--- config.mk ---
export PLATFORM = sky130hd
export DESIGN_NAME = reg_file
export DESIGN_NICKNAME = d
export VERILOG_FILES = /design/src/rtl/reg_file.sv
export SDC_FILE = /design/constraint.sdc
export NUM_CORES = 1
export LEC_CHECK = 0
export CORE_MARGIN = 2
export CORE_UTILIZATION = 50
export CTS_CLUSTER_SIZE = 25
export DETAILED_ROUTE_END_ITERATION = 12
export PLACE_DENSITY = 0.76
export SLEW_MARGIN = 30
export SYNTH_ARGS = -nofsm -noshare
export SYNTH_HDL_FRONTEND = slang
export SYNTH_SLANG_ARGS = --single-unit
--- constraint.sdc ---
create_clock -name clk -period 1.8 [get_ports clk]
set_clock_uncertainty 0.1 [all_clocks]
set_input_delay 0.36 -clock clk [delete_from_list [all_inputs] [get_ports clk]]
set_output_delay 0.36 -clock clk [all_outputs]
set_load 0.05 [all_outputs]
--- src/rtl/reg_file.sv ---
// Single-write, single-read register file: synchronous write, combinational read,
// synchronous active-low clear of every entry.
module reg_file #(
  parameter int unsigned WIDTH      = 8,
  parameter int unsigned ADDR_WIDTH = 2
) (
  input  logic                  clk,
  input  logic                  rstN,
  input  logic [WIDTH-1:0]      dIn,
  input  logic [ADDR_WIDTH-1:0] writeAddr,
  input  logic                  writeEnable,
  input  logic [ADDR_WIDTH-1:0] readAddr,
  output logic [WIDTH-1:0]      dOut
);

  localparam int unsigned DEPTH = 2 ** ADDR_WIDTH;

  logic [WIDTH-1:0] regs_q [DEPTH];
  logic [WIDTH-1:0] regs_d [DEPTH];

  always_comb begin
    regs_d = regs_q;
    if (writeEnable) begin
      regs_d[writeAddr] = dIn;
    end
  end

  // Reset takes priority over a same-cycle write.
  always_ff @(posedge clk) begin
    if (!rstN) begin
      for (int unsigned i = 0; i < DEPTH; i++) begin
        regs_q[i] <= '0;
      end
    end else begin
      regs_q <= regs_d;
    end
  end

  // No write-to-read bypass: the read sees stored contents only.
  assign dOut = regs_q[readAddr];

endmodule

==> results of run 1 <==
==> final timing paths <==
path / startpoint / end / slack (ps) / cells after the start
max reg2reg: regs_q[2]$_SDFFE_PN0P_ / regs_q[2]$_SDFFE_PN0P_ / 1070 / 2
min reg2reg: regs_q[20]$_SDFFE_PN0P_ / regs_q[20]$_SDFFE_PN0P_ / 360 / 2
max: regs_q[5]$_SDFFE_PN0P_ / dOut[5] / 10 / 2
min: regs_q[20]$_SDFFE_PN0P_ / regs_q[20]$_SDFFE_PN0P_ / 360 / 2
==> power by group through the flow <==
stage	registers (W)	clock network (W)	logic, W
2_1_floorplan	0.000757	0	0.000119
3_3_place_gp	0.000759	0	0.000190
3_5_place_dp	0.000760	0	0.000195
4_1_cts	0.000744	0.000441	0.000203
5_1_grt	0.000747	0.000473	0.000216
6_report	0.000745	0.000426	0.000202
==> repair_timing <==
| item | 4_1_cts | 5_1_grt |
|---|---|---|
| hold buffers | 0 | 0 |
| resized for setup | 16 | 2 |
| setup endpoints to repair | 8 | 5 |
==> cells in the final DEF (no fill, tap or decap) <==
| master | synthesis | final |
|---|---|---|
| sky130_fd_sc_hd__buf_12 | 0 | 2 |
| sky130_fd_sc_hd__buf_2 | 4 | 1 |
| sky130_fd_sc_hd__buf_8 | 0 | 1 |
| sky130_fd_sc_hd__mux4_2 | 8 | 8 |
| sky130_fd_sc_hd__clkdlybuf4s15_1 | 0 | 1 |
| sky130_fd_sc_hd__mux2i_1 | 32 | 32 |
| sky130_fd_sc_hd__and3b_1 | 1 | 1 |
| sky130_fd_sc_hd__clkdlybuf4s50_1 | 0 | 12 |
| sky130_fd_sc_hd__buf_4 | 0 | 5 |
| sky130_fd_sc_hd__nand2_1 | 40 | 40 |
| sky130_fd_sc_hd__buf_6 | 1 | 9 |
| sky130_fd_sc_hd__dfxtp_2 | 0 | 1 |
| sky130_fd_sc_hd__dfxtp_1 | 32 | 31 |
| sky130_fd_sc_hd__nand3_1 | 1 | 1 |
| sky130_fd_sc_hd__clkbuf_4 | 0 | 5 |
| sky130_fd_sc_hd__or3b_1 | 1 | 1 |
| sky130_fd_sc_hd__clkbuf_1 | 3 | 2 |
| sky130_fd_sc_hd__nand3b_1 | 1 | 1 |
| sky130_fd_sc_hd__clkbuf_8 | 0 | 1 |
==> critical path, delay by kind of cell, from the launching register on <==
kind,cells,cell delay (ps)
buffers and inverters,1,170
DFF,1,330
muxes,1,500
==> cells by family (layout without fill, tap and decap cells) <==
kind of cell / count (synthesis) / after routing / synth area share, %
and+or+nand+nor: 44 / 44 / 13.17
DFF: 32 / 32 / 46.84
muxes: 40 / 40 / 36.60
buffers and inverters: 9 / 39 / 3.385
==> routing by layer <==
metal  GRT usage [%]  vias to the layer above  wire length (um)
li1                -                      492                 -
met1           23.63                      479              1228
met2           35.63                       16              1415
met3           6.221                        8                96
met4           7.143                        0                42
met5               0                        -                 0
==> layout make-up <==
cell class,count,area [sq um],area share [%]
Sequential cell,32,641.9,36.72
Timing Repair Buffer,31,329.1,18.83
Multi-Input combinational cell,84,680.7,38.94
Clock buffer,8,58.81,3.364
Tap cell,30,37.54,2.147
==> per-stage QoR <==
stage,worst slack (ps),setup TNS [ps],area (sq um),cells
2_1_floorplan,73.66,0,1368,125
3_3_place_gp,-373.9,-2774,1652,177
3_5_place_dp,-378.6,-2814,1652,177
4_1_cts,1.007,0,1745,185
5_1_grt,-20.57,-61.71,1748,185
6_report,14.85,0,1748,185
==> impl_summary.md, run 1 <==
Outcome
The flow ran to the end, and the final reports show no timing, DRC or antenna violations.

Clocking
After clock tree synthesis, the clock-pin slew on the worst setup and hold paths is 90 ps. TritonCTS built the clock tree. For the worst-skew pair, the clock arrives at the later sink with an insertion delay of 330 ps. The H-tree depth is 2. The total setup buffers inserted after CTS is 0. The root buffer cell chosen for the clock tree is sky130_fd_sc_hd__clkbuf_4.

The number of buffers on the longest clock path is 2. The clock drives 32 sinks. In this run, CTS created clock tree buffers numbering 5.

Run
Max-cap violations in this run came to 0.

Placement
Port buffering added 22 buffers. The HPWL after detailed placement is between 1500 and 2000 um. The global placer's final weighted congestion is between 0.6 and 0.7.

STA
The pin slew with the least headroom to its limit is roughly 130 ps. Setup repair after global routing could not meet its margin everywhere. Counting I/O delays and the setup requirement, the final critical path takes 1785 ps. The worst hold-check slack is between 300 and 400 ps. The count of final max-slew check failures is 0. The max-slew headroom at the worst pin is between 90% and 100%.

The portion of the clock cycle consumed by the worst path in the final layout is between 90% and 100%. Timing would allow up to 0.5602 GHz. Setup violations remaining at the end of the flow were counted as 0.

The number of hold violations in the final report is 0.

Worst setup path
The required time at the worst-slack endpoint is roughly 1300 ps. The cell type of the slowest stage on the worst timing path is sky130_fd_sc_hd__mux4_2. The setup path with the least slack is of type flip-flop to output port.

Of all nets on the critical path, the largest fanout is 2. The worst setup path is launched from a flip-flop. For this run, the slowest stage of the critical path takes 500 ps.

Traced cell by cell, the critical path runs through mux4_2 -> buf_8. The nature of the critical path endpoint is an output port. The endpoint arrival time on the critical path is around 1300 ps.

Synth
Sequential elements use between 40% and 50% of the synthesized area. The number of nets produced by synthesis is between 100 and 150. The area share of the largest cell type after synthesis is 46.84%.

After synthesis, the share of flip-flops with an asynchronous set or reset is 0%. After synthesis, the netlist uses 12 different library cells. The number of instances in the synthesized netlist is 125. The top flip-flop cell by instance count after synthesis is sky130_fd_sc_hd__dfxtp_1. The cell taking the most area after synthesis is sky130_fd_sc_hd__dfxtp_1. The post-synthesis register bit count is 32. The Yosys step of the flow raised 0 warnings. The most frequent cell after synthesis is sky130_fd_sc_hd__nand2_1. The netlist area before placement is between 1000 and 1500 sq um. The count of flip-flops with a built-in enable after synthesis is 0.

The commonest cells after synthesis are sky130_fd_sc_hd__nand2_1, sky130_fd_sc_hd__dfxtp_1, sky130_fd_sc_hd__mux2i_1. A synthesized cell averages ~11 sq um. By area the synthesized netlist is led by sky130_fd_sc_hd__dfxtp_1, sky130_fd_sc_hd__mux2i_1, sky130_fd_sc_hd__mux4_2.

Power and ir drop
The internal power of the cells totals 0.001026 W. In this run, the combinational gates consume between 10 and 15% of the power. IR analysis of the VDD net gives a maximum drop of around 0.00065 V.

The clock network burns approximately 31% of the power. The part of the total power dissipated in sequential elements is a little over half. Overall power consumption after layout is estimated at 0.001373 W. The leakage dissipation is approximately 0.8 nW.

Dividing total power by cell area gives a power density of between 700 and 800 nW/um^2. The switching power share of the total is around 25%. For this design the total switching power over the nets is between 0.0003 and 0.0004 W.

Final layout
In the final layout, the registers with the most flip-flops are regs_q: 32 flops. The number of inserted diodes is 0. At the end of the flow, the number of nets in the layout was around 170. The area growth from synthesis to layout is 27.81%. The register with the most flip-flops is regs_q.

Once layout is complete, the utilization of the core stands at 68.68%. The final-layout fill cell count is about 200. The share of cells above drive strength 1 is 21.29%. The flip-flop count of the largest register, all copies and words added is 32.

GRT
The total congestion overflow is 0. The pin count of the biggest net entering global routing is 41. The global-route total usage across every layer is 20.43%. The global-route wire length before repair is around 4900 um. The via count of the first global-routing pass is ~1,100. The initial antenna violation count is 0.

Route
Summing over every cut layer, the via total after detailed routing is 995. Using the TritonRoute via totals, the vias-per-cell ratio works out to around 5.4. The number of DRC markers in iteration 0 is 31. The count of nets left with antenna violations once routing finished came out at 0.

The routed design has ~2800 um of wire. The routed length per instance is 15.04 um. For this run, design rule violations remaining after detail routing come to 0. The number of detailed-route iterations in the first pass is 3.

Floorplanning
In this run the vertical extent of the chip is about 56 um. The area of the die is 3170 sq um. The width of the chip is between 50 and 60 um. The number of primary I/O pins is 23.

For this configuration, the core starts out at a cell density of between 50% and 60%. In this run the core area contains 18 standard-cell rows. The core region is between 2000 and 3000 sq um.

Worst hold path
The min-delay analysis places its worst path in the category flip-flop to flip-flop.
No activity file was read; power rests on OpenSTA's default activity.
==> run 2: changes to the inputs <==
--- a/config.mk
+++ b/config.mk
@@ -6,10 +6,10 @@
 export NUM_CORES = 1
 export LEC_CHECK = 0
 export CORE_MARGIN = 2
-export CORE_UTILIZATION = 50
+export CORE_UTILIZATION = 51
 export CTS_CLUSTER_SIZE = 25
 export DETAILED_ROUTE_END_ITERATION = 12
-export PLACE_DENSITY = 0.76
+export PLACE_DENSITY = 0.77
 export SLEW_MARGIN = 30
 export SYNTH_ARGS = -nofsm -noshare
 export SYNTH_HDL_FRONTEND = slang
==> run 2 against run 1 <==
Via count up 1.5%. Wire length down 1.5%. Hold slack better by 3.2 ps. Highest routed layer unchanged. Critical path type unchanged. Non-clock buffer count up 3. Utilization up 2.8 points. Largest cell class unchanged. Power up 0.17%. Count of clock-buffer cells in the layout down 2.
==> impl_summary.md, run 2 (synthesis gave the netlist of run 1 again) <==
Final layout
In the layout the commonest cells are sky130_fd_sc_hd__nand2_1, sky130_fd_sc_hd__mux2i_1, sky130_fd_sc_hd__dfxtp_1. Relative to the synthesized area, the layout overhead comes to 30.65%. The post-layout net count is 172 (+1.8%).

The register with the most flip-flops in the final layout is regs_q. The final standard cell count with taps included and fillers excluded is 188 (+1.6%). The flip-flop count of the largest register, all copies and words added is 32 (unchanged).

The final-layout fill cell count is 186 (-7.9%). The share of cells above drive strength 1 was 25.32% (+4.0 points). The library cell used most frequently in the layout, excluding fill and tap cells, is sky130_fd_sc_hd__nand2_1. The number of inserted diodes is 0 (unchanged).

In the final layout, the registers with the most flip-flops are regs_q: 32 flops.

Worst setup path
The required time at the worst-slack endpoint was 1340 ps (about the same). The biggest cell delay along the critical path is 490 ps (about the same). The endpoint arrival time on the critical path is 1320 ps (about the same). The largest fanout of any net on the critical path came to 2 (unchanged). The critical path startpoint is regs_q[21]$_SDFFE_PN0P_. The nature of the critical path endpoint is an output port. Walking the worst path, the cells encountered are mux4_2 -> buf_8.

The count of buffering cells on the critical path with inverters included is 1 (unchanged). The cell type of the slowest stage on the worst timing path is sky130_fd_sc_hd__mux4_2. The startpoint identified for the worst register-to-register timing path is regs_q[1]$_SDFFE_PN0P_. In this design, the largest share of critical-path delay is due to multiplexers. The type of the worst setup path is flip-flop to output port. The startpoint type of the worst setup path is a flip-flop.

Floorplanning
The width of the chip is 55.79 um (-0.91%). The number of primary I/O pins was 23 (unchanged). The number of placement rows is 18 (unchanged). The effective utilization at floorplan is 54.70% (+0.97 points). The area of the die is 3112 sq um (-1.8%).

The die height came to 55.79 um (-0.91%). The total core area is 2500 sq um (-1.8%).

Route
The number of DRC markers in iteration 0 is 30 (-3.2%). The number of remaining DRC errors came to 0 (unchanged). The total via count after detailed routing is 1,010 (+1.5%). The number of detailed-route iterations in the first pass is 4 (+1). The routed length per instance is 14.58 um (-3.0%). The final routed wirelength across all metal layers is 2741 um (-1.5%). The number of antenna-violating nets in the routed design was 0 (unchanged).

The via-per-instance ratio was 5.372 (-0.11%).

GRT
The via count of the first global-routing pass came to 1,062 (-1.1%). The global-route total usage across every layer came to 20.55% (+0.12 points). The global-route wire length before repair is 4899 um (+0.57%). The pin count of the biggest net entering global routing is 41 (unchanged).

The total congestion overflow is 0 (unchanged). The initial antenna violation count is 0 (unchanged).

STA
The final critical delay including setup and external delays is 1784 ps (-1.237 ps). The pin slew with the least headroom to its limit is 133.6 ps (+0.9912 ps). Setup repair after global routing could not meet its margin everywhere. The peak clock frequency supported by timing was 0.5606 GHz (about the same). The final number of setup-violating endpoints came to 0 (unchanged). The max-slew headroom at the worst pin is 90.84% (about the same). The setup slack of the critical path after layout was 16.08 ps (+1.237 ps). The count of final max-slew check failures came to 0 (unchanged). The number of hold violations in the final report is 0 (unchanged). The total negative slack is 0 ps (unchanged).

The portion of the clock cycle consumed by the worst path in the final layout was 99.11% (about the same).

Power and ir drop
The combinational cell fraction of total power is 15.1% (+0.4 points). The peak supply drop is 0.0006980 V (+6.9%). The cell internal power dissipation is 0.001025 W (-0.14%). The ratio of total power to cell area is 769.7 nW/um^2 (-2.0%).

The overall power of the completed layout came to 0.001375 W (+0.17%). The part of the total power dissipated in sequential elements is 54.2% (about the same). The relative contribution of the clock network to total power is 30.8% (-0.2 points). The switching power share of the total is 25.48% (+0.24 points).

The net switching power came to 0.0003504 W (+1.1%). The leakage dissipation came to 0.8248 nW (+3.5%).

Placement
The instance count after placement with tap cells included was 179 (+1.1%). The HPWL after detailed placement was 1941 um (+3.1%). The global placer's final weighted congestion came to 0.6759 (+9.4%). The worst setup slack before clock tree synthesis is -385.1 ps (-6.470 ps).

The count of port buffers added during placement is 22 (unchanged).

Outcome
The flow ran to the end, and the final reports show no timing, DRC or antenna violations.

Clocking
The source-to-sink clock delay at the later pin of the worst-skew pair is 320 ps (about the same). The H-tree depth is 2 (unchanged). The number of buffers on the longest clock path is 2 (unchanged). The number of buffers created by CTS came to 5 (unchanged). The hold buffer count at cts was 0 (unchanged).

The root buffer cell is sky130_fd_sc_hd__clkbuf_4. The CTS tree is yes. The clock sink count came to 32 (unchanged). The clock-pin slew of the registers on the worst-case setup and hold paths is 100 ps (about the same).

Worst hold path
The class of the most critical hold timing path is flip-flop to flip-flop. The worst hold path begins at regs_q[16]$_SDFFE_PN0P_.

Run
The reported max-cap violation count is 0 (unchanged).
-- run 2: power groups by stage --
| stage | registers, W | clock network, W | logic [W] |
|---|---|---|---|
| after floorplan | 0.000757 | 0 | 0.000119 |
| after global placement | 0.000759 | 0 | 0.000192 |
| after detailed placement | 0.000761 | 0 | 0.000197 |
| after CTS | 0.000744 | 0.000432 | 0.000208 |
| after global routing | 0.000748 | 0.000470 | 0.000223 |
| final | 0.000745 | 0.000423 | 0.000207 |
-- run 2: path summary, 6_finish.rpt --
| kind | end | slack (ps) | cells after the start |
|---|---|---|---|
| worst max-delay path | dOut[5] | 20 | 2 |
| worst min-delay path | regs_q[16]$_SDFFE_PN0P_ | 360 | 2 |
| worst max register to register | regs_q[1]$_SDFFE_PN0P_ | 1020 | 3 |
| worst min register to register | regs_q[16]$_SDFFE_PN0P_ | 360 | 2 |
-- run 2: area by class of cell --
cell class,instances,area [sq um],area share (%)
clock buffer,6,51.30,2.871
clock inverter,2,10.01,0.5602
multi-input combinational,84,680.7,38.10
sequential,32,644.4,36.06
tap,30,37.54,2.101
timing repair buffer,34,362.8,20.31
-- run 2: routing by layer --
metal | share of wire [%] | vias up | track usage (%)
met1 | 39 | 482 | 24.07
met4 | 1.1 | 0 | 8.014
met2 | 55 | 26 | 34.86
met5 | 0 | - | 0
li1 | - | 497 | -
met3 | 4.9 | 5 | 6.512
-- run 2: repair_timing --
| item | in CTS | in global routing |
|---|---|---|
| buffers inserted | 0 | 1 |
| setup endpoints to repair | 8 | 6 |
| resized for setup | 18 | 5 |
-- run 2: worst register-to-register path, delay by kind of cell (launching register included) --
kind                   cells  cell delay (ps)
flip-flops                 1              330
buffers and inverters      1              120
AND/OR/NAND/NOR            1               60
multiplexers               1               60
-- run 2: per-stage QoR --
stage          util [%]  hold slack, ps  instance area, sq um
2_1_floorplan         -           331.5                  1368
3_3_place_gp      66.67           339.3                  1667
3_5_place_dp      66.67           348.1                  1667
4_1_cts           70.82           362.5                  1770
5_1_grt           71.47           380.7                  1787
6_report          71.47           363.2                  1787
==> run 3: changes to the inputs <==
--- a/config.mk
+++ b/config.mk
@@ -6,10 +6,10 @@
 export NUM_CORES = 1
 export LEC_CHECK = 0
 export CORE_MARGIN = 2
-export CORE_UTILIZATION = 51
+export CORE_UTILIZATION = 46
 export CTS_CLUSTER_SIZE = 25
 export DETAILED_ROUTE_END_ITERATION = 12
-export PLACE_DENSITY = 0.77
+export PLACE_DENSITY = 0.73
 export SLEW_MARGIN = 30
 export SYNTH_ARGS = -nofsm -noshare
 export SYNTH_HDL_FRONTEND = slang
==> constraint.sdc (replaced) <==
create_clock -name clk -period 1.55 [get_ports clk]
set_clock_uncertainty 0.1 [all_clocks]
set_input_delay 0.31 -clock clk [delete_from_list [all_inputs] [get_ports clk]]
set_output_delay 0.31 -clock clk [all_outputs]
set_load 0.05 [all_outputs]
==> run 3 against run 2 <==
The run now ends with negative setup slack left. Wire length grew 0.84%. Die area grew 10%. Utilization shrank 6.4 points. Hold slack lost 1.4 ps. Final cell count shrank 0.53%. Power grew 26%. Non-clock buffer count shrank 2. Sequential power grew 16%. Critical path depth is the same. Clock power grew 48%. Sequential share of layout area shrank 0.66 points. First-iteration DRC count shrank 30%.
==> impl_summary.md, run 3 (synthesis gave the netlist of run 1 again) <==
Floorplanning
The width of the chip is 58.53 um (+4.9%). The total core area came to 2781 sq um (+11%). The area of the die was 3425 sq um (+10%). The die height was 58.53 um (+4.9%).

The number of primary I/O pins was 23 (unchanged). The number of placement rows is 19 (+1). The effective utilization at floorplan is 49.17% (-5.5 points).

Route
The number of DRC markers in iteration 0 is 21 (-30%). The routed length per instance is 14.78 um (+1.4%). The total via count after detailed routing is 1,008 (-0.20%).

The number of detailed-route iterations in the first pass is 4 (unchanged). The final routed wirelength across all metal layers came to 2764 um (+0.84%). The number of antenna-violating nets in the routed design came to 0 (unchanged). The number of remaining DRC errors was 0 (unchanged). The via-per-instance ratio was 5.390 (+0.34%).

Final layout
The number of inserted diodes came to 0 (unchanged). Relative to the synthesized area, the layout overhead comes to 32.30%. The final standard cell count with taps included and fillers excluded was 187 (-0.53%).

The most common library cell in the layout ignoring fill and taps is sky130_fd_sc_hd__nand2_1. The largest registers in the layout are regs_q: 32 flops. Leaving out fill and tap cells, the most frequent cells in the layout are sky130_fd_sc_hd__nand2_1, sky130_fd_sc_hd__mux2i_1, sky130_fd_sc_hd__dfxtp_1. More flip-flops sit in one register than any other, and that register is regs_q. The post-layout net count was 170 (-1.2%). The flip-flop count of the largest register, all copies and words added was 32 (unchanged).

The share of the core filled with cells is 65.05% (-6.4 points). The share of cells above drive strength 1 was 22.44% (-2.9 points). The summed area of non-filler cells in the final layout was 1809 sq um (+1.3%).

GRT
The global-route wire length before repair is 4740 um (-3.2%). The pin count of the biggest net entering global routing is 41 (unchanged). The global-route total usage across every layer was 18.64% (-1.9 points). The initial antenna violation count is 0 (unchanged).

The via count of the first global-routing pass is 1,051 (-1.0%). The total congestion overflow is 0 (unchanged).

Worst hold path
The class of the most critical hold timing path is flip-flop to flip-flop.

Clocking
The H-tree depth is 2 (unchanged). The source-to-sink clock delay at the later pin of the worst-skew pair was 320 ps (about the same). The root buffer cell is sky130_fd_sc_hd__clkbuf_4. The clock-pin slew of the registers on the worst-case setup and hold paths was 110 ps (about the same). The CTS tree is yes. The number of buffers created by CTS is 5 (unchanged). The number of buffers on the longest clock path came to 2 (unchanged).

The clock sink count is 32 (unchanged).

STA
The smallest clock period supported by the final layout is computed as roughly 1700 ps. The count of final max-slew check failures is 0 (unchanged). Setup repair after global routing could not meet its margin everywhere. The final number of setup-violating endpoints is 8 (+8). The worst hold-check slack is 361.9 ps (-1.354 ps). The max-slew headroom at the worst pin is 89.55% (-1.3 points). Dividing the final minimum period by the clock period gives 111.2%.

Timing would allow up to between 0.5 and 0.6 GHz. The number of hold violations in the final report is 0 (unchanged). The setup slack of the critical path after layout came to -173.7 ps (-189.8 ps). The pin slew with the least headroom to its limit is 152.5 ps (+18.87 ps).

Placement
The global placer's final weighted congestion is 0.6539 (-3.3%). The cell area reported after detailed placement is 1698 sq um (+1.9%). The instance count after placement with tap cells included came to 179 (unchanged). The count of port buffers added during placement is 22 (unchanged).

Worst setup path
The critical path goes through mux4_2 -> buf_8. STA classifies the critical path endpoint as an output port. The biggest cell delay along the critical path is 490 ps (about the same).

For this design, the slowest cell found on the critical path is sky130_fd_sc_hd__mux4_2. The type of the worst setup path is flip-flop to output port. The startpoint type of the worst setup path is a flip-flop. The required time at the worst-slack endpoint is 1140 ps (-200 ps). The endpoint arrival time on the critical path is 1310 ps (about the same). The largest fanout of any net on the critical path is 2 (unchanged).

Power and ir drop
The peak supply drop came to 0.0008059 V (+15%). The ratio of total power to cell area is 959.6 nW/um^2 (+25%). The leakage dissipation is 0.8263 nW (+0.18%).

Outcome
The flow ran to the end, but the final reports show violations. The checks that failed: negative setup slack.

Run
The reported max-cap violation count is 0 (unchanged).
## run 3: power by group
| group | switching [W] | internal, W | total [W] |
|---|---|---|---|
| combinational | 0.000119 | 0.000126 | 0.000245 |
| clock | 0.000290 | 0.000336 | 0.000626 |
| sequential | 0.0000141 | 0.000851 | 0.000865 |
## run 3: worst paths after layout
kind | start | to | slack, ps | depth (start not counted)
hold reg to reg | regs_q[16]$_SDFFE_PN0P_ | regs_q[16]$_SDFFE_PN0P_ | 360 | 2
setup / recovery | regs_q[6]$_SDFFE_PN0P_ | dOut[6] | -170 | 2
setup reg to reg | regs_q[25]$_SDFFE_PN0P_ | regs_q[25]$_SDFFE_PN0P_ | 810 | 2
hold / removal | regs_q[16]$_SDFFE_PN0P_ | regs_q[16]$_SDFFE_PN0P_ | 360 | 2
## run 3: per-stage QoR
stage	setup slack, ps	setup TNS [ps]	total power [W]
after floorplan	36.17	0	0.001020
after global placement	-532.9	-5372	0.001114
after detailed placement	-540.9	-6281	0.001123
after CTS	-186.0	-1308	0.001750
after global routing	-230.9	-1613	0.001805
final	-173.7	-1228	0.001736
## run 3: final cells by class
class / count / area, sq um
Clock buffer: 5 / 37.54
Clock inverter: 3 / 42.54
Sequential cell: 32 / 640.6
Timing Repair Buffer: 32 / 369.1
Fill cell: 219 / 972.2
Tap cell: 31 / 38.79
Multi-Input combinational cell: 84 / 680.7
## run 3: what timing repair did
action | CTS | global route
setup buffers | 0 | 0
cloned | 0 | 0
endpoints found under the setup margin | 8 | 8
hold buffers | 0 | 0
gates resized for setup | 15 | 0
## run 3: critical path: cells and delay by family, from the launching register on
family   cells  cell delay, ps
mux          1             490
buf+inv      1             170
flops        1             330
## run 3: routing by layer
metal / GRT usage (%) / vias up / part of all wire, % / routed length [um]
li1: - / 491 / - / -
met1: 22.59 / 502 / 42 / 1151
met2: 32.74 / 13 / 55 / 1517
met3: 4.835 / 2 / 2.7 / 76
met4: 4.983 / 0 / 0.69 / 19
met5: 0 / - / 0 / 0
